===== config.mk =====
export PLATFORM = sky130hd
export DESIGN_NAME = mmc1_mapper
export DESIGN_NICKNAME = d
export VERILOG_FILES = /design/src/rtl/mmc1_pkg.sv /design/src/rtl/m2_sync.sv /design/src/rtl/mmc1_mapper.sv
export SDC_FILE = /design/constraint.sdc
export NUM_CORES = 1
export LEC_CHECK = 0
export ABC_AREA = 1
export CAP_MARGIN = 20
export CELL_PAD_IN_SITES_DETAIL_PLACEMENT = 1
export CELL_PAD_IN_SITES_GLOBAL_PLACEMENT = 2
export CORE_UTILIZATION = 31
export CTS_BUF_LIST = sky130_fd_sc_hd__clkbuf_2
export DETAILED_ROUTE_END_ITERATION = 7
export PLACE_DENSITY = 0.9
export SYNTH_ARGS = -nofsm -noshare
export SYNTH_HDL_FRONTEND = slang
export SYNTH_SLANG_ARGS = --single-unit

===== constraint.sdc =====
create_clock -name clk -period 3.1 [get_ports clk]
set_clock_uncertainty 0.15 [all_clocks]
set_input_delay 0.62 -clock clk [delete_from_list [all_inputs] [get_ports clk]]
set_output_delay 0.62 -clock clk [all_outputs]
set_load 0.1 [all_outputs]

===== src/rtl/mmc1_pkg.sv =====
// mmc1_pkg: shared encodings and widths for the MMC1 mapper blocks
package mmc1_pkg;
  localparam int SDRAM_AW = 23;
  localparam int BANK16_W = 4;
  localparam logic [4:0] CTRL_RESET = 5'h0C;
  typedef enum logic [1:0] {REG_CTRL, REG_CHR0, REG_CHR1, REG_PRG} reg_sel_e;
  typedef enum logic [1:0] {PRG_32K_A, PRG_32K_B, PRG_FIX_FIRST, PRG_FIX_LAST} prg_mode_e;
  typedef enum logic [1:0] {MIR_ONE_LO, MIR_ONE_HI, MIR_VERT, MIR_HORZ} mirror_e;
endpackage


===== src/rtl/m2_sync.sv =====
// m2_sync: multi-flop synchroniser for CPU phi2 with level and edge strobes
module m2_sync #(
  parameter int SYNC_STAGES = 2
) (
  input  logic clk,
  input  logic rst_n,
  input  logic d_i,
  output logic lvl_o,
  output logic rise_o,
  output logic fall_o
);
  logic [SYNC_STAGES-1:0] sync_q;
  logic prev_q;
  // shift the async pin through the synchroniser and remember the last synced level
  always_ff @(posedge clk or negedge rst_n) begin
    if (!rst_n) begin
      sync_q <= '0;
      prev_q <= 1'b0;
    end else begin
      sync_q <= {sync_q[SYNC_STAGES-2:0], d_i};
      prev_q <= sync_q[SYNC_STAGES-1];
    end
  end
  assign lvl_o  = sync_q[SYNC_STAGES-1];
  assign rise_o = lvl_o & ~prev_q;
  assign fall_o = ~lvl_o & prev_q;
endmodule


===== src/rtl/mmc1_mapper.sv =====
// mmc1_mapper: MMC1 serial-port bank mapper; define MMC1_CONSEC_IGNORE_EN to drop back-to-back ROM writes
module mmc1_mapper
  import mmc1_pkg::*;
#(
  parameter logic [SDRAM_AW-1:0] PRG_BASE = 23'h000000,
  parameter logic [SDRAM_AW-1:0] CHR_BASE = 23'h040000,
  parameter int SYNC_STAGES = 2
) (
  input  logic                clk,
  input  logic                rst_n,
  input  logic [14:0]         cpu_addr,
  input  logic [7:0]          cpu_data_in,
  input  logic                cpu_rw,
  input  logic                cpu_rom_sel_n,
  input  logic                cpu_m2,
  input  logic [13:0]         ppu_addr,
  output logic [SDRAM_AW-1:0] prg_addr,
  output logic [SDRAM_AW-1:0] chr_addr,
  output logic                ciram_a10,
  output logic                prg_ram_ce,
  output logic                reg_wr
);
  logic m2_lvl, m2_fall;
  logic [1:0] hold_a_q;
  logic hold_d7_q, hold_d0_q, hold_wr_q;
  logic [3:0] shift_q, shift_d;
  logic [2:0] count_q, count_d;
  logic [4:0] ctrl_q, ctrl_d, chr0_q, chr0_d, chr1_q, chr1_d, prg_q, prg_d;
  logic reg_wr_d, consec_ok, wr_evt, rst_evt, ld_evt;
  logic [4:0] value;
  reg_sel_e sel;
  prg_mode_e mode;
  mirror_e mirror;
  logic [BANK16_W-1:0] bank16;
  logic [16:0] chr_off;
  logic [SDRAM_AW-1:0] prg_addr_d, chr_addr_d;
  logic a10_d, ce_d;

  m2_sync #(.SYNC_STAGES(SYNC_STAGES)) u_m2_sync (
    .clk    (clk),
    .rst_n  (rst_n),
    .d_i    (cpu_m2),
    .lvl_o  (m2_lvl),
    .rise_o (),
    .fall_o (m2_fall)
  );

`ifdef MMC1_CONSEC_IGNORE_EN
  logic last_wr_q;
  // remember whether the previous completed bus cycle was a ROM-space write
  always_ff @(posedge clk or negedge rst_n) begin
    if (!rst_n) last_wr_q <= 1'b0;
    else if (m2_fall) last_wr_q <= hold_wr_q;
  end
  assign consec_ok = ~last_wr_q;
`else
  assign consec_ok = 1'b1;
`endif

  // keep only the bus fields the serial port needs, refreshed while phi2 is high
  always_ff @(posedge clk or negedge rst_n) begin
    if (!rst_n) begin
      hold_a_q  <= '0;
      hold_d7_q <= 1'b0;
      hold_d0_q <= 1'b0;
      hold_wr_q <= 1'b0;
    end else if (m2_lvl) begin
      hold_a_q  <= cpu_addr[14:13];
      hold_d7_q <= cpu_data_in[7];
      hold_d0_q <= cpu_data_in[0];
      hold_wr_q <= ~cpu_rw & ~cpu_rom_sel_n;
    end
  end

  // serial port: reset bit, shift in d0, or commit the fifth bit to a register
  always_comb begin
    wr_evt   = m2_fall & hold_wr_q & consec_ok;
    rst_evt  = wr_evt & hold_d7_q;
    ld_evt   = wr_evt & ~hold_d7_q & (count_q == 3'd4);
    value    = {hold_d0_q, shift_q};
    sel      = reg_sel_e'(hold_a_q);
    shift_d  = (rst_evt | ld_evt) ? 4'h0 : wr_evt ? {hold_d0_q, shift_q[3:1]} : shift_q;
    count_d  = (rst_evt | ld_evt) ? 3'd0 : wr_evt ? count_q + 3'd1 : count_q;
    ctrl_d   = rst_evt ? (ctrl_q | CTRL_RESET) : (ld_evt && sel == REG_CTRL) ? value : ctrl_q;
    chr0_d   = (ld_evt && sel == REG_CHR0) ? value : chr0_q;
    chr1_d   = (ld_evt && sel == REG_CHR1) ? value : chr1_q;
    prg_d    = (ld_evt && sel == REG_PRG) ? value : prg_q;
    reg_wr_d = ld_evt;
  end

  // bank translation and mirroring from the current register contents
  always_comb begin
    mode       = prg_mode_e'(ctrl_q[3:2]);
    mirror     = mirror_e'(ctrl_q[1:0]);
    bank16     = mode == PRG_FIX_FIRST ? (cpu_addr[14] ? prg_q[3:0] : 4'h0) :
                 mode == PRG_FIX_LAST  ? (cpu_addr[14] ? 4'hF : prg_q[3:0]) :
                 {prg_q[3:1], cpu_addr[14]};
    chr_off    = ctrl_q[4] ? {ppu_addr[12] ? chr1_q : chr0_q, ppu_addr[11:0]} :
                 {chr0_q[4:1], ppu_addr[12:0]};
    prg_addr_d = PRG_BASE + SDRAM_AW'({bank16, cpu_addr[13:0]});
    chr_addr_d = CHR_BASE + SDRAM_AW'(chr_off);
    a10_d      = mirror == MIR_VERT ? ppu_addr[10] : mirror == MIR_HORZ ? ppu_addr[11] :
                 (mirror == MIR_ONE_HI);
    ce_d       = m2_lvl & cpu_rom_sel_n & (cpu_addr[14:13] == 2'b11) & ~prg_q[4];
  end

  // mapper registers and registered outputs
  always_ff @(posedge clk or negedge rst_n) begin
    if (!rst_n) begin
      shift_q    <= '0;
      count_q    <= '0;
      ctrl_q     <= CTRL_RESET;
      chr0_q     <= '0;
      chr1_q     <= '0;
      prg_q      <= '0;
      reg_wr     <= 1'b0;
      prg_addr   <= '0;
      chr_addr   <= '0;
      ciram_a10  <= 1'b0;
      prg_ram_ce <= 1'b0;
    end else begin
      shift_q    <= shift_d;
      count_q    <= count_d;
      ctrl_q     <= ctrl_d;
      chr0_q     <= chr0_d;
      chr1_q     <= chr1_d;
      prg_q      <= prg_d;
      reg_wr     <= reg_wr_d;
      prg_addr   <= prg_addr_d;
      chr_addr   <= chr_addr_d;
      ciram_a10  <= a10_d;
      prg_ram_ce <= ce_d;
    end
  end
endmodule


==> flow_summary.json <==
{
  "outcome": "complete, no violations",
  "path_max_fanout": 22,
  "rr_startpoint": "u_m2_sync.sync_q[1]",
  "power.switching_uw": 822.3,
  "worstPathRequired_ps": 3360,
  "grt_overflow": 0,
  "p_leak_nw": 1.770,
  "netlist-cell-type-count": 25,
  "track_usage_pct": 15.46,
  "min_path_type": "reg2reg",
  "ff2ff_path_depth": 6,
  "holdPathEnd": "u_m2_sync.sync_q[1]",
  "internal_power_mw": 1.605,
  "synthTopCellsByArea": "dfrtp_1 (67%), nand2_1 (7.4%), nand4_1 (4.0%), buf_4 (3.4%), o21ai_0 (2.8%)",
  "synthToLayoutAreaGrowth_pct": 32.95,
  "synth_top_area_share_pct": 67.01,
  "wl_um": 6077,
  "fill_cells": 918,
  "first_global_vias": 1981,
  "clockBufferDepth": 2,
  "dr.pass1.iters": 4,
  "fin_setup_tns_ps": 0,
  "drive_gt1_share_pct": 22.44,
  "finalCritPeriodShare_pct": 65.11,
  "final_nets": 351,
  "numClockSinks": 74,
  "cts_tree": "yes",
  "worstMarginPinSlew_ps": 586.7,
  "num_io_pins": 91,
  "max_freq_mhz": 495.4,
  "regToRegEndpoint": "chr1_q[0]",
  "p_sw_share_pct": 33.88,
  "io_buffers": 73,
  "die_w_um": 95.13,
  "synth_area_sq_um": 2689,
  "antenna_found_initial": 0,
  "finalHoldViolations": 0,
  "ir_drop_mv": 0.2553,
  "gp_congestion": 0.7622,
  "postRouteAntennaNets": 0,
  "hold_depth": 0,
  "drc_errors": 0,
  "dieHeight_um": 95.13,
  "grt_pass1_wl_um": 10270,
  "n_antenna_cell": 0,
  "regToRegSetupSlack_ps": 1080,
  "syn_area_per_cell_sq_um": 11.85,
  "fp.coreArea_sq_um": 8299,
  "setup_viol": 0,
  "num_rows": 33,
  "wl_per_cell_um": 14.57,
  "insertion_delay_ps": 500,
  "p_seq_share_pct": 46.2,
  "place_hpwl_um": 4293,
  "ff_latch_area_sq_um": 1854,
  "via_per_inst": 4.492,
  "yosys_warnings": 0,
  "seq_area_frac_synth_pct": 68.96,
  "clkTransAtPathRegs_ps": 200,
  "max_slew_margin_pct": 60.88,
  "cap_violations": 0,
  "multi_input_area_sq_um": 679.4,
  "cts_made_buffers": 9,
  "clkPwrFrac_pct": 32.1,
  "dieArea_sq_um": 9050,
  "initial_core_util_pct": 32.40,
  "grt_max_degree": 30,
  "root_buffer": "clkbuf_2",
  "cp-start-kind": "flop",
  "synth-seq-cells": 74,
  "arrival_ps": 2280,
  "worstHoldStart": "u_m2_sync.sync_q[0]",
  "htree_num_levels": 3,
  "crit_type": "reg2reg",
  "synth_cells": 227,
  "fin_crit_ps": 2018,
  "synth_area_leader_cell": "dfrtp_1",
  "fin_area_sq_um": 3575,
  "final-max-slew-violation-count": 0,
  "end_kind": "flop",
  "combinationalPowerShare_pct": 21.7,
  "grt_setup_unrepaired": "no",
  "powerDensity_nw_per_um2": 678.9,
  "dpl_cell_area_sq_um": 3377,
  "num_vias": 1873,
  "drtIter0Drc": 34
}
[sequential cells by signal, indices dropped and copies added, names as in the netlist]
name,count
prg_addr,18
ciram_a10,1
chr1_q,5
count_q,3
shift_q,4
prg_q,5
u_m2_sync.prev_q,1
hold_d0_q,1
reg_wr,1
hold_a_q,2
prg_ram_ce,1
ctrl_q,5
hold_wr_q,1
chr_addr,18
hold_d7_q,1
chr0_q,5
u_m2_sync.sync_q,2
[critical path, cell delays in order (launching register included)]
cell	delay (ps)
dfrtp_1	580
inv_6	130
nand3_4	100
nor2_4	460
nand3_1	300
nand2_1	130
nand2_1	70
[layer usage]
metal,vias to the layer above,track usage [%],routed length [um]
met5,-,0,0
met4,0,4.545,87
met2,60,26.31,3221
met1,913,18.23,2459
li1,891,-,-
met3,9,5.582,309
[cells by family (layout without fill, tap and decap cells)]
group                      count (synthesis)  in the layout  synth area share, %
muxes                                      4              4                1.675
adders and majority gates                  2              2               0.9305
xor gates and xnor gates                   1              1               0.3258
and+or+nand+nor                           87             87                15.96
DFF                                       74             74                68.96
other                                      2             11               0.2793
buffers and inverters                     33            109                7.027
AOI/OAI and AO/OA                         24             24                4.840
[power groups by stage]
| stage | Combinational (mW) | Sequential [mW] | Clock [mW] |
|---|---|---|---|
| after floorplan | 0.157 | 1.35 | 0 |
| after global placement | 0.515 | 1.13 | 0 |
| after detailed placement | 0.528 | 1.14 | 0 |
| after CTS | 0.532 | 1.12 | 0.810 |
| after global routing | 0.561 | 1.13 | 0.848 |
| final | 0.527 | 1.12 | 0.780 |
[cell usage after synthesis]
master	number
dfstp_2	2
o31ai_1	1
nand2_2	1
mux2_2	4
nand2_1	53
o21bai_1	1
a31oi_1	1
a21oi_1	3
xor2_1	1
buf_6	2
inv_1	16
inv_6	1
nor2_4	1
nand4_1	17
nor2_1	5
ha_1	2
o22ai_1	3
buf_4	12
nor3_1	1
nand3_4	3
dfrtp_1	72
conb_1	2
nand3_1	6
clkbuf_1	2
o21ai_0	15
[area by class of cell]
class                   count  area share, %
clock buffers              10          1.400
clock inverters             6          3.850
inverters                  17          1.925
multi-input cells         129          19.01
flip-flops and latches     74          51.87
well taps                 105          3.675
repair buffers             76          18.27
[worst max-delay path by stage]
stage	from	cells past startpoint	to	slack, ps
2_1_floorplan	chr_addr[0]	0	chr_addr[0]	1450
3_3_place_gp	u_m2_sync.sync_q[1]	6	chr1_q[4]	1110
3_5_place_dp	u_m2_sync.sync_q[1]	6	chr1_q[2]	1110
4_1_cts	u_m2_sync.sync_q[1]	6	chr1_q[0]	1040
5_1_grt	u_m2_sync.sync_q[1]	6	chr1_q[2]	870
6_report	u_m2_sync.sync_q[1]	6	chr1_q[0]	1080
[metrics by stage]
step | hold slack (ps) | power, mW | setup WS [ps] | utilization, % | instances
finish | 231.7 | 2.427 | 1082 | 43.07 | 417
global route | 247.7 | 2.544 | 873.2 | 43.07 | 417
CTS | 233.5 | 2.463 | 1042 | 43.07 | 417
detailed placement | 188.6 | 1.666 | 1113 | 40.69 | 400
global placement | 183.5 | 1.646 | 1109 | 40.69 | 400
floorplan | 174.4 | 1.509 | 1447 | - | 236
[placed cells by master, fill, tap and decap left out, types with 2 or more instances in the layout]
cell             netlist  final
mux2_2                 4      4
o21ai_0               15     15
buf_4                 12     41
nand3_4                3      3
bufinv_16              0      4
dfrtp_1               72     72
dfstp_2                2      2
clkbuf_2               0     10
o22ai_1                3      3
inv_6                  1      2
conb_1                 2     11
nor2_1                 5      5
nand4_1               17     17
clkdlybuf4s50_1        0     33
nand2_1               53     53
ha_1                   2      2
a21oi_1                3      3
nand3_1                6      6
inv_1                 16     16
[what timing repair did]
item                                   in CTS  in global routing
gates resized for setup                     0                  0
buffers inserted                            0                  0
hold buffers                                1                  0
endpoints found under the hold margin      24                  0
Note: power is estimated with default switching activity, not from simulation.
